## src/rtl/be_clock_pkg.sv

```systemverilog
// Shared types and helpers for the front-panel clock generator of the 8-bit computer.
// Holds the FSM state encoding, MODE codes and the half-period calculation.
package be_clock_pkg;

  typedef enum logic [1:0] {
    ST_IDLE = 2'd0,
    ST_HIGH = 2'd1,
    ST_LOW  = 2'd2,
    ST_HALT = 2'd3
  } state_t;

  localparam logic [1:0] MODE_RUN   = 2'b00;
  localparam logic [1:0] MODE_STEP  = 2'b01;
  localparam logic [1:0] MODE_BURST = 2'b10;

  // iCLK cycles per CPU clock phase; the all-ones select is the fastest setting (iCLK/2).
  function automatic int unsigned half_period(input int unsigned sys_hz, input int unsigned base_hz,
                                              input int unsigned sel, input int unsigned sel_w);
    int unsigned h;
    h = (sys_hz / (2 * base_hz)) >> sel;
    if (sel == ((32'd1 << sel_w) - 32'd1) || h == 0) h = 1;
    return h;
  endfunction

endpackage

```

## src/rtl/be_debounce.sv

```systemverilog
// Push-button conditioner: 2-FF synchroniser, stability counter and one-cycle pulse per accepted press.
// Reusable for any front-panel button.
module be_debounce #(
  parameter int DEBOUNCE_CYCLES = 1_000_000
) (
  input  logic clk,
  input  logic rst_n,
  input  logic btn,
  output logic pls
);

  localparam int CW = (DEBOUNCE_CYCLES > 1) ? $clog2(DEBOUNCE_CYCLES) : 1;

  logic          meta;
  logic          sync;
  logic          level;
  logic [CW-1:0] cnt;

  always_ff @(posedge clk or negedge rst_n) begin
    if (!rst_n) begin
      meta  <= 1'b0;
      sync  <= 1'b0;
      level <= 1'b0;
      cnt   <= '0;
      pls   <= 1'b0;
    end else begin
      meta <= btn;
      sync <= meta;
      pls  <= 1'b0;
      // The new level must hold for DEBOUNCE_CYCLES consecutive cycles before it is accepted.
      if (sync == level) begin
        cnt <= '0;
      end else if (cnt == CW'(DEBOUNCE_CYCLES - 1)) begin
        cnt   <= '0;
        level <= sync;
        pls   <= sync;
      end else begin
        cnt <= cnt + CW'(1);
      end
    end
  end

endmodule

```

## src/rtl/be_clock_gen.sv

```systemverilog
// CPU clock generator: run / single-step / burst modes, cycle-clean halt, and a free-running display tick.
// All outputs are registered; CLK_RISE/CLK_FALL let downstream logic stay on iCLK with enables.
module be_clock_gen
  import be_clock_pkg::*;
#(
  parameter int SYS_CLK_HZ      = 50_000_000,
  parameter int BASE_HZ         = 1,
  parameter int SEL_W           = 3,
  parameter int DEBOUNCE_CYCLES = 1_000_000,
  parameter int BURST_W         = 8,
  parameter int DISP_CYCLES     = 125_000_000,
  parameter int CNT_W           = 16
) (
  input  logic               iCLK,
  input  logic               iRST_N,
  input  logic [1:0]         MODE,
  input  logic [SEL_W-1:0]   DIV_SEL,
  input  logic               STEP,
  input  logic [BURST_W-1:0] BURST_LEN,
  input  logic               HLT,
  input  logic               CLR,
  output logic               CLK,
  output logic               NOT_CLK,
  output logic               CLK_RISE,
  output logic               CLK_FALL,
  output logic               HALTED,
  output logic               BUSY,
  output logic [CNT_W-1:0]   CYCLE_CNT,
  output logic               DISPLAY_TICK
);

  localparam int HALF_MAX = SYS_CLK_HZ / (2 * BASE_HZ);
  localparam int HW       = (HALF_MAX > 1) ? $clog2(HALF_MAX + 1) : 1;
  localparam int DW       = (DISP_CYCLES > 1) ? $clog2(DISP_CYCLES) : 1;
  localparam int SW       = 2 + SEL_W + 2;
  // Synchronised MODE resets to step so the FSM cannot start a run cycle before real MODE arrives.
  localparam logic [SW-1:0] SYNC_RST = {MODE_STEP, {SEL_W{1'b0}}, 2'b00};

  logic [SW-1:0]      sync_meta;
  logic [SW-1:0]      sync_q;
  logic [1:0]         mode_s;
  logic [SEL_W-1:0]   sel_s;
  logic               hlt_s;
  logic               clr_s;
  logic               step_pls;
  logic [HW-1:0]      half_next;
  logic [BURST_W-1:0] burst_load;
  logic               run_mode;
  logic               phase_end;

  state_t             state;
  logic [HW-1:0]      phase_cnt;
  logic [HW-1:0]      half_reg;
  logic [BURST_W-1:0] remaining;
  logic [DW-1:0]      disp_cnt;

  always_ff @(posedge iCLK or negedge iRST_N) begin
    if (!iRST_N) begin
      sync_meta <= SYNC_RST;
      sync_q    <= SYNC_RST;
    end else begin
      sync_meta <= {MODE, DIV_SEL, HLT, CLR};
      sync_q    <= sync_meta;
    end
  end

  assign {mode_s, sel_s, hlt_s, clr_s} = sync_q;

  be_debounce #(
    .DEBOUNCE_CYCLES(DEBOUNCE_CYCLES)
  ) u_step_debounce (
    .clk  (iCLK),
    .rst_n(iRST_N),
    .btn  (STEP),
    .pls  (step_pls)
  );

  assign half_next  = HW'(half_period(SYS_CLK_HZ, BASE_HZ, 32'(sel_s), SEL_W));
  assign burst_load = (BURST_LEN == '0) ? BURST_W'(1) : BURST_LEN;
  assign run_mode   = (mode_s == MODE_RUN);
  assign phase_end  = (phase_cnt == half_reg - HW'(1));

  always_ff @(posedge iCLK or negedge iRST_N) begin
    if (!iRST_N) begin
      state     <= ST_IDLE;
      CLK       <= 1'b0;
      NOT_CLK   <= 1'b1;
      CLK_RISE  <= 1'b0;
      CLK_FALL  <= 1'b0;
      HALTED    <= 1'b0;
      BUSY      <= 1'b0;
      CYCLE_CNT <= '0;
      phase_cnt <= '0;
      half_reg  <= '0;
      remaining <= '0;
    end else begin
      CLK_RISE <= 1'b0;
      CLK_FALL <= 1'b0;
      if (clr_s) begin
        state     <= ST_IDLE;
        CLK       <= 1'b0;
        NOT_CLK   <= 1'b1;
        CLK_FALL  <= CLK;
        HALTED    <= 1'b0;
        BUSY      <= 1'b0;
        CYCLE_CNT <= '0;
        phase_cnt <= '0;
        remaining <= '0;
      end else begin
        case (state)
          ST_IDLE: begin
            if (hlt_s) begin
              state  <= ST_HALT;
              HALTED <= 1'b1;
            end else if (run_mode || step_pls) begin
              state     <= ST_HIGH;
              CLK       <= 1'b1;
              NOT_CLK   <= 1'b0;
              CLK_RISE  <= 1'b1;
              BUSY      <= 1'b1;
              CYCLE_CNT <= CYCLE_CNT + CNT_W'(1);
              phase_cnt <= '0;
              half_reg  <= half_next;
              remaining <= (mode_s == MODE_BURST) ? burst_load : BURST_W'(1);
            end
          end
          ST_HIGH: begin
            if (phase_end) begin
              CLK       <= 1'b0;
              NOT_CLK   <= 1'b1;
              CLK_FALL  <= 1'b1;
              phase_cnt <= '0;
              half_reg  <= half_next;
              if (hlt_s) begin
                state  <= ST_HALT;
                HALTED <= 1'b1;
                BUSY   <= 1'b0;
              end else begin
                state <= ST_LOW;
              end
            end else begin
              phase_cnt <= phase_cnt + HW'(1);
            end
          end
          ST_LOW: begin
            if (phase_end) begin
              if (hlt_s) begin
                state  <= ST_HALT;
                HALTED <= 1'b1;
                BUSY   <= 1'b0;
              end else if (run_mode || remaining > BURST_W'(1)) begin
                state     <= ST_HIGH;
                CLK       <= 1'b1;
                NOT_CLK   <= 1'b0;
                CLK_RISE  <= 1'b1;
                CYCLE_CNT <= CYCLE_CNT + CNT_W'(1);
                phase_cnt <= '0;
                half_reg  <= half_next;
                if (!run_mode) remaining <= remaining - BURST_W'(1);
              end else begin
                state     <= ST_IDLE;
                BUSY      <= 1'b0;
                remaining <= '0;
              end
            end else begin
              phase_cnt <= phase_cnt + HW'(1);
            end
          end
          ST_HALT: begin
            state <= ST_HALT;
          end
          default: state <= ST_IDLE;
        endcase
      end
    end
  end

  always_ff @(posedge iCLK or negedge iRST_N) begin
    if (!iRST_N) begin
      disp_cnt     <= '0;
      DISPLAY_TICK <= 1'b0;
    end else if (disp_cnt == DW'(DISP_CYCLES - 1)) begin
      disp_cnt     <= '0;
      DISPLAY_TICK <= 1'b1;
    end else begin
      disp_cnt     <= disp_cnt + DW'(1);
      DISPLAY_TICK <= 1'b0;
    end
  end

endmodule

```

## config.mk

```make
export PLATFORM = sky130hd
export DESIGN_NAME = be_clock_gen
export DESIGN_NICKNAME = d
export VERILOG_FILES = /design/src/rtl/be_clock_pkg.sv /design/src/rtl/be_debounce.sv /design/src/rtl/be_clock_gen.sv
export SDC_FILE = /design/constraint.sdc
export NUM_CORES = 1
export LEC_CHECK = 0
export BUFFER_PORTS_ARGS = -buffer_cell sky130_fd_sc_hd__buf_4
export CAP_MARGIN = 30
export CORE_MARGIN = 1.5
export CORE_UTILIZATION = 67
export DETAILED_ROUTE_END_ITERATION = 10
export GPL_TIMING_DRIVEN = 0
export PLACE_DENSITY = 0.95
export REMOVE_ABC_BUFFERS = 1
export SKIP_LAST_GASP = 1
export SLEW_MARGIN = 15
export SYNTH_ARGS = -nofsm -noshare
export SYNTH_HDL_FRONTEND = slang
export SYNTH_SLANG_ARGS = --single-unit
```

## constraint.sdc

```tcl
create_clock -name iCLK -period 5.8 [get_ports iCLK]
set_clock_uncertainty 0.1 [all_clocks]
set_input_delay 0 -clock iCLK [delete_from_list [all_inputs] [get_ports iCLK]]
set_output_delay 0 -clock iCLK [all_outputs]
set_load 0.02 [all_outputs]
```

==> results of run 1 <==
where the power goes:
group | leakage (nW) | switching [mW] | internal, mW
logic | 1.78 | 0.738 | 0.476
clock network | 0.273 | 0.457 | 0.610
registers | 1.95 | 0.213 | 1.17
cell usage in the layout, fill, tap and decap left out, types with 4 or more instances in the layout:
cell type | synthesis | layout
sky130_fd_sc_hd__nand4_1 | 17 | 17
sky130_fd_sc_hd__buf_4 | 0 | 40
sky130_fd_sc_hd__o22ai_1 | 5 | 5
sky130_fd_sc_hd__inv_1 | 25 | 25
sky130_fd_sc_hd__clkinv_4 | 0 | 4
sky130_fd_sc_hd__xor2_1 | 38 | 38
sky130_fd_sc_hd__nand3b_1 | 5 | 5
sky130_fd_sc_hd__or4_1 | 12 | 12
sky130_fd_sc_hd__o31ai_1 | 7 | 7
sky130_fd_sc_hd__nor2b_1 | 9 | 9
sky130_fd_sc_hd__o21a_1 | 6 | 6
sky130_fd_sc_hd__xnor2_1 | 42 | 42
sky130_fd_sc_hd__a21oi_1 | 31 | 31
sky130_fd_sc_hd__nor3_1 | 32 | 32
sky130_fd_sc_hd__o21ai_0 | 33 | 33
sky130_fd_sc_hd__ha_1 | 14 | 14
sky130_fd_sc_hd__nand2b_1 | 13 | 13
sky130_fd_sc_hd__or3_1 | 19 | 19
sky130_fd_sc_hd__nor4_1 | 15 | 15
sky130_fd_sc_hd__and3_1 | 27 | 27
sky130_fd_sc_hd__and2_1 | 7 | 7
sky130_fd_sc_hd__nand2_1 | 61 | 61
sky130_fd_sc_hd__mux2_1 | 16 | 16
sky130_fd_sc_hd__clkbuf_16 | 0 | 17
sky130_fd_sc_hd__mux2_2 | 8 | 8
sky130_fd_sc_hd__nor2_1 | 102 | 102
sky130_fd_sc_hd__dfrtp_1 | 145 | 144
sky130_fd_sc_hd__dlygate4sd3_1 | 0 | 16
sky130_fd_sc_hd__nand3_1 | 44 | 44
sky130_fd_sc_hd__a211oi_1 | 14 | 14
sky130_fd_sc_hd__mux2i_1 | 17 | 17
sky130_fd_sc_hd__o311ai_0 | 5 | 5
worst max-delay path, cell delays in order (launching register included):
cell                       delay (ps)
sky130_fd_sc_hd__dfrtp_1          470
sky130_fd_sc_hd__inv_1             90
sky130_fd_sc_hd__ha_1             260
sky130_fd_sc_hd__nor2b_1          310
sky130_fd_sc_hd__nand2_1          280
sky130_fd_sc_hd__or4b_2           740
sky130_fd_sc_hd__nand3_2          130
sky130_fd_sc_hd__nand4_4          160
sky130_fd_sc_hd__nor4b_4          790
sky130_fd_sc_hd__nand2b_1         210
sky130_fd_sc_hd__a21oi_4          750
sky130_fd_sc_hd__mux2_2           420
final timing paths:
path,end,depth (start not counted),start
hold / removal,half_reg[4],2,iRST_N
max in group asynchronous,sync_q[0],3,iRST_N
hold reg to reg,sync_q[4],0,sync_meta[4]
setup / recovery,half_reg[4],11,half_reg[0]
setup reg to reg,half_reg[4],11,half_reg[0]
min in group iCLK,remaining[0],5,BURST_LEN[0]
final cells by class:
class	instances	share of cell area
multi-input combinational	657	0.4573
sequential	148	0.3972
timing repair buffer	59	0.05440
clock buffer	20	0.04784
tap	147	0.01970
clock inverter	12	0.01313
inverter	26	0.01045
cell families after synthesis:
logic type,after synthesis,share of synthesized area
simple gates,390,0.2526
flops,148,0.4513
compound gates,132,0.1065
xor+xnor,80,0.08530
buf+inv,57,0.02940
mux,41,0.05362
fa+ha+maj,14,0.02133
per-stage QoR:
stage / hold WS, ps / utilization / cell area, um^2 / worst slack, ps
final: 21.55 / 0.7806 / 9338 / 963.2
after floorplan: -395.6 / - / 8070 / 1837
after CTS: 37.59 / 0.7802 / 9333 / 1048
after global routing: 53.21 / 0.7806 / 9338 / 679.5
after global placement: 9.758 / 0.7152 / 8554 / 1136
after detailed placement: -111.2 / 0.7192 / 8603 / 1065
layer usage:
metal  GRT usage  routed length [um]
met5           0                   0
met4      0.1442                 572
met3     0.07226                1372
met2      0.5683               10470
met1      0.4343                8274
==> results list, run 1 <==
* Result of the run: completed
* Worst-path clk slew: 60 ps
* Detailed-router iteration count before antenna repair: 7
- Synthesis produced 862 cells.
* Mean post-synth cell area: around 9.5 um^2
* Postcts setup bufs: 0
- In this run, synthesis produced a sequential element count of 148.
- Total clock sinks: approximately 150
- Synthesis instantiated 70 different standard cells from the library.
- Among all cell types in the netlist, the one instantiated most often is sky130_fd_sc_hd__dfrtp_1.
- Final-stage net count: 941
- Biggest area consumer among synthesized cells: sky130_fd_sc_hd__dfrtp_1
- Starting density of the core: 0.6867
- Fraction of layout cells with a size suffix above 1: 0.1139
- CTS placed an instance of sky130_fd_sc_hd__clkbuf_16 at the clock tree root.
- Startpoint kind of the worst setup timing path: register
- Floorplan core area: 11960 um^2
- Normalized max-slew margin: 0.3622
- Leakage dissipation: about 4 nW
* PostCTS Resize Cnt: 0
- The critical path is of the reg -> reg type.
- Number of slew-limit violations in the final report: 0
* DRC marker count from the first detailed-route iteration: 950
- Yosys attributes the largest share of cell area to sky130_fd_sc_hd__dfrtp_1, sky130_fd_sc_hd__nor2_1, sky130_fd_sc_hd__xnor2_1.
* Power consumption: 3.660 mW
- In this run the vertical extent of the chip is 113.7 um.
- The synthesized design contains 0 enable-type register cells.
* Detailed Place HPWL: 12510 um
- In the routed design, unresolved DRC markers number 0.
- During synthesis, Yosys emitted a total of 0 warnings.
- The die covers 12930 um^2.
- Setup violations remaining at the end of the flow were counted as 0.
- CTS Buf Count: 17
- The via count of the first global-routing pass is 7079.
* Slack of the worst reg-to-reg path: 960 ps
- After global routing the overflow that remains totals 0.
- At the pin with the least slew margin, the transition time is 953.2 ps.
- Clock latency reported for the late side of the worst-skew pair: 430 ps
- Remaining number of nets flagged by the antenna check after routing: 0
- Crit. End Element: register
- The worst-case IR drop observed on VDD is 261.2 uV.
* Gp weighted congestion: 0.9202
- In the synthesized netlist the async set-or-reset flop fraction comes to 1.000.
* Setup repair after global routing missed its margin: false
* Fin. Hold Viols: 0
- In this run the worst hold path is classified as in -> async.
- Max FFs per register: 27
* GRT Util Overall: 0.3408
- Antenna violations before repair: 0
* Largest driver fanout on the critical path: 25
- Mapped cell area: 8214 um^2
* Number of top-level pins: 41
* FF+latch area: around 3700 um^2
* Area fraction of the dominant cell type after synthesis: 0.4417
* Area Overhead vs Synth: 13.68%
* Placed insts: ~1000
- Dividing total power by cell area gives a power density of 392.0 nW/um^2.
- Final-layout setup total negative slack: 0 ps
- Input/output buffers: 40
- The number of antenna diodes in the final layout is 0.
* Horiz. Die Dim: around 110 um
* Tmin final: 4837 ps
- The share of the Yosys chip area taken by registers is 0.4513.
- Clock tree buffer depth: 2
- The commonest cells after synthesis are sky130_fd_sc_hd__dfrtp_1, sky130_fd_sc_hd__nor2_1, sky130_fd_sc_hd__nand2_1.
- Entering global routing, the biggest net connects ~80 pins.
* Total of fill cells in the finished design: roughly 730
- CTS Hold Bufs: 16
- Total wire length: 20690 um
- STA puts the critical path data required time at approximately 6000 ps.
- The first global-routing pass estimated 34850 um of wire.
- Across all layers, the routed design uses 7040 vias.
* Number of vias per cell: 6.586
- Static timing analysis puts the maximum clock frequency at 0.2068 GHz.
- Row generation in the floorplan step produced 40 rows.
- Data on the critical path arrives at its endpoint at roughly 5000 ps.
- Routed wire per std cell: 19.35 um
- Final Non-Filler Cells: 1069
- Summing all multi-input logic gate instances after layout gives 4270 um^2.
- TritonCTS built the clock tree.
- Leading register cell type out of synthesis: sky130_fd_sc_hd__dfrtp_1
- Count of max-cap constraint violations: 0
- CTS built an H-tree with a depth of 4.
- Dividing the final minimum period by the clock period gives 0.8339.
(Power assumes the default switching activity.)
==> run 2: changes to the inputs <==
Settings changed: ABC_AREA from default to 1, CORE_UTILIZATION 67 to 56, PLACE_DENSITY 0.95 to 0.85.
Clock period 5.8 ns to 4.1 ns, I/O delays scaled along.
==> run 2 against run 1 <==
Core utilization shrank 13 points. Clock-buffer cell count decreased by 1. Routed wire length is 2.0% higher. Via count grew 18%. Fmax grew 39%. Setup slack got worse by 350 ps. Cell area is 11% higher. Critical path depth grew 3. Synthesized cell count up 42%. First-iteration DRC count shrank 21%. Critical endpoint is now HALTED.
==> results list, run 2 <==
- Fraction of layout cells with a size suffix above 1: 0.08540 (-0.02848)
* Number of vias per cell: 5.516 (-16%)
- Detailed-router iteration count before antenna repair: 7 (unchanged)
- The data arrival time at the worst-slack endpoint is 3730 ps (-1310 ps).
- CTS placed an instance of sky130_fd_sc_hd__clkbuf_16 at the clock tree root.
* Antenna violations before repair: 0 (unchanged)
- Most common cell after layout, fill and taps aside: sky130_fd_sc_hd__nand2_1
- Count of final setup violators: 0 (unchanged)
* Number of rows created at floorplan: 46 (+15%)
- Clock tree buffer depth: 2 (unchanged)
* Register area share after synthesis: 0.4108 (-0.04049)
- The cell count after placement is 1452 (+42%).
- Residual overflow from global routing: 0 (unchanged)
* Starting density of the core: 0.5701 (-0.1166)
- Commonest cells after routing, fill and taps aside: sky130_fd_sc_hd__nand2_1, sky130_fd_sc_hd__inv_1, sky130_fd_sc_hd__nor2_1
- Post-synthesis register bit count: 148 (unchanged)
- The count of cells along the worst register-to-register path was 14 (+3).
- CTS Buf Count: 17 (unchanged)
- Worst slack on hold paths: 118.9 ps (+97.33 ps)
* Number of warnings printed during yosys synthesis: 0 (unchanged)
* Cells along the critical path: inv_2 -> ha_1 -> nand2_2 -> nor2_2 -> nand3_2 -> nand2_1 -> nand2_1 -> a21oi_1 -> nand3b_1 -> nor2_1 -> nand3_1 -> nand2_1 -> o21ai_0 -> o21ai_0
- The number of enable flip-flop cells after synthesis came to 0 (unchanged).
- Class of the tightest hold or removal check: in -> reg
- Area of placed instances: 9510 um^2 (+11%)
- The worst setup path is captured at a register.
- Fraction of registers with async set/reset: 1.000 (unchanged)
* Total wire length: 21100 um (+2.0%)
- Leading register cell type out of synthesis: sky130_fd_sc_hd__dfrtp_1
- The clock insertion delay at the later pin of the skew report came to 430 ps (about the same).
* Startpoint kind of the worst setup timing path: register
- Proportion of power drawn by combinational gates: 0.367 (+0.035)
- Most numerous cell in the Yosys netlist: sky130_fd_sc_hd__nand2_1
* Number of slew-limit violations in the final report: 0 (unchanged)
- The static power due to leakage is 4.929 nW (+23%).
- The via count of the first global-routing pass came to 7741 (+9.4%).
- End point of the worst hold path: sync_meta[5]
- Ranked by total cell area, the synthesized netlist is headed by sky130_fd_sc_hd__dfrtp_1, sky130_fd_sc_hd__nand2_1, sky130_fd_sc_hd__inv_1.
- The post-route non-filler standard cell count was 1504 (+41%).
- Area fraction of the dominant cell type after synthesis: 0.4021 (-0.03963)
- The number of endpoints with negative hold slack in the final report was 0 (unchanged).
- The maximum clock frequency came to 0.2871 GHz (+39%).
- The initial DRC count is 750 (-21%).
* Most frequent CP cell: sky130_fd_sc_hd__nand2_1
- Mean post-synth cell area: 7.372 um^2 (-23%)
- Clk pwr share: 0.297 (+0.006)
- Detailed Place HPWL: 14220 um (+14%)
* Switching power as a share of total power: 0.3943 (+0.009669)
- Count of max-cap constraint violations: 0 (unchanged)
- Input/output buffers: 40 (unchanged)
- CP max-delay cell: sky130_fd_sc_hd__nand3_1
- Mapped cell area: 9024 um^2 (+9.9%)
- Internal power: 3.518 mW (+56%)
- The post-route cell area came to 10370 um^2 (+11%).
- Cell types with the highest counts after synthesis: sky130_fd_sc_hd__nand2_1, sky130_fd_sc_hd__inv_1, sky130_fd_sc_hd__nor2_1
- Distinct cell type count after synthesis: 48 (-31%)
- Routed wire per std cell: 14.03 um (-27%)
* First-pass GRT wire length: 35610 um (+2.2%)
- The die extent in x is 129.9 um (+14%).
* Biggest area consumer among synthesized cells: sky130_fd_sc_hd__dfrtp_1
* Class of the most critical setup path: reg -> reg
- Antenna Cells: 0 (unchanged)
- PostCTS Resize Cnt: 0 (unchanged)
- Setup repair after global routing left no endpoint under its margin.
- The post-synthesis instance total is 1224 (+42%).
* H-tree depth reported by CTS: 4 (unchanged)
* Floorplan core area: 15830 um^2 (+32%)
* Total clock sinks: 148 (unchanged)
* GRT Util Overall: 0.2651 (-0.07564)
* Final-stage net count: 1307 (+39%)
- The startpoint identified for the worst hold timing path is MODE[0].
- The DRC violation count after routing was 0 (unchanged).
- Via count: 8296 (+18%)
- Utilization after layout: 0.6551 (-0.1256)
* Largest driver fanout on the critical path: 21 (-16%)
- Cell area power density: 560.1 nW/um^2 (+43%)
- Clock tree from TritonCTS: built
* Slack of the worst reg-to-reg path: 620 ps (-350 ps)
- Peak VDD IR: 314.6 uV (+20%)
* Power share of the sequential group: 0.336 (-0.041)
- The data required time at the worst endpoint is 4350 ps (-1650 ps).
- The number of top-level design ports was 41 (unchanged).
- Max FFs per register: 27 (unchanged)
- The final antenna-violating net count came to 0 (unchanged).
* R2R Path Start: half_reg[0]
- Normalized max-slew margin: 0.4284 (+0.06617)
- Height of the die: 129.9 um (+14%)
* Reported net switching power: 2.290 mW (+63%)
- The die area came to 16880 um^2 (+31%).
* Worst-path clk slew: 60 ps (about the same)
* Post-route fraction of the period consumed by the critical path: 0.8496 (+0.01567)
- The clock period minus final worst setup slack is 3483 ps (-1353 ps).
- From synthesis to final layout, the design area changed by 14.91%.
- Worst slew pin tran: 855.1 ps (-98.12 ps)
* Result of the run: completed
* Cell count of the worst hold path: 2
- Final-layout setup total negative slack: 0 ps (unchanged)
- Gp weighted congestion: 0.9324 (+1.3%)
- The delay contributed by the slowest stage of the critical path was 650 ps (-140 ps).
- The pin count of the biggest net entering global routing is 98 (+24%).
* R2R Path End: HALTED
==> run 2: changes by cell type after synthesis, sizes merged, moves of 23 or more <==
cell   previous run  this run
inv              26       162
and3             27         1
nand3            46        69
mux2             24         0
nand2            61       300
o21ai            35        76
nand4            18        55
nor2            102       164
==> run 2: cells by family (layout without fill, tap and decap cells) <==
group | Yosys count | after routing | synth area share
buffers and inverters | 193 | 257 | 0.08527
DFF | 148 | 148 | 0.4108
AOI/OAI and AO/OA | 124 | 124 | 0.07543
adders and majority gates | 14 | 14 | 0.01941
xor gates and xnor gates | 76 | 76 | 0.07529
and+or+nand+nor | 669 | 669 | 0.3338
==> run 2: through the flow <==
step                      setup WS (ps)  power, mW
after detailed placement          702.8      4.021
after global routing              327.5      6.205
final                             616.7      5.808
after CTS                         673.5      5.786
after global placement            303.8      3.933
after floorplan                    1103      3.485
==> run 2: worst max-delay path: cells and delay by family (launching register included) <==
family / cells / cell delay, ps
simple gates: 9 / 2160
flops: 1 / 400
buf+inv: 1 / 90
fa+ha+maj: 1 / 200
compound gates: 3 / 460
==> run 2: per-layer routing <==
layer	global-route usage	part of all wire	vias to the layer above
met2	0.4304	0.47	325
met4	0.1163	0.033	0
met3	0.04633	0.064	76
met1	0.3507	0.43	3839
li1	-	-	4056
met5	0	0	-
==> run 2: worst max-delay path by stage <==
stage	from	to	depth (start not counted)
2_1_floorplan	half_reg[0]	phase_cnt[12]	17
6_report	half_reg[0]	HALTED	14
4_1_cts	half_reg[0]	HALTED	14
5_1_grt	half_reg[0]	HALTED	14
3_3_place_gp	sync_q[0]	phase_cnt[12]	10
3_5_place_dp	half_reg[0]	HALTED	14
==> run 2: area by class of cell <==
cell class / count / area (um^2)
Multi-Input combinational cell: 883 / 4547
Inverter: 162 / 608.1
Clock buffer: 19 / 442.9
Timing Repair Buffer: 63 / 588.1
Fill cell: 1258 / 5459
Tap cell: 216 / 270.3
Clock inverter: 13 / 205.2
Sequential cell: 148 / 3707
==> run 2: what timing repair did <==
action	in CTS	in global routing
buffers inserted	0	0
endpoints found under the hold margin	161	0
hold buffers	20	0
==> run 2: power by group through the flow <==
| stage | Combinational, mW | Clock, mW | Sequential [mW] |
|---|---|---|---|
| after global placement | 1.97 | 0 | 1.96 |
| final | 2.13 | 1.72 | 1.95 |
| after detailed placement | 2.06 | 0 | 1.96 |
| after global routing | 2.43 | 1.80 | 1.98 |
| after floorplan | 1.56 | 0 | 1.93 |
| after CTS | 2.11 | 1.73 | 1.94 |
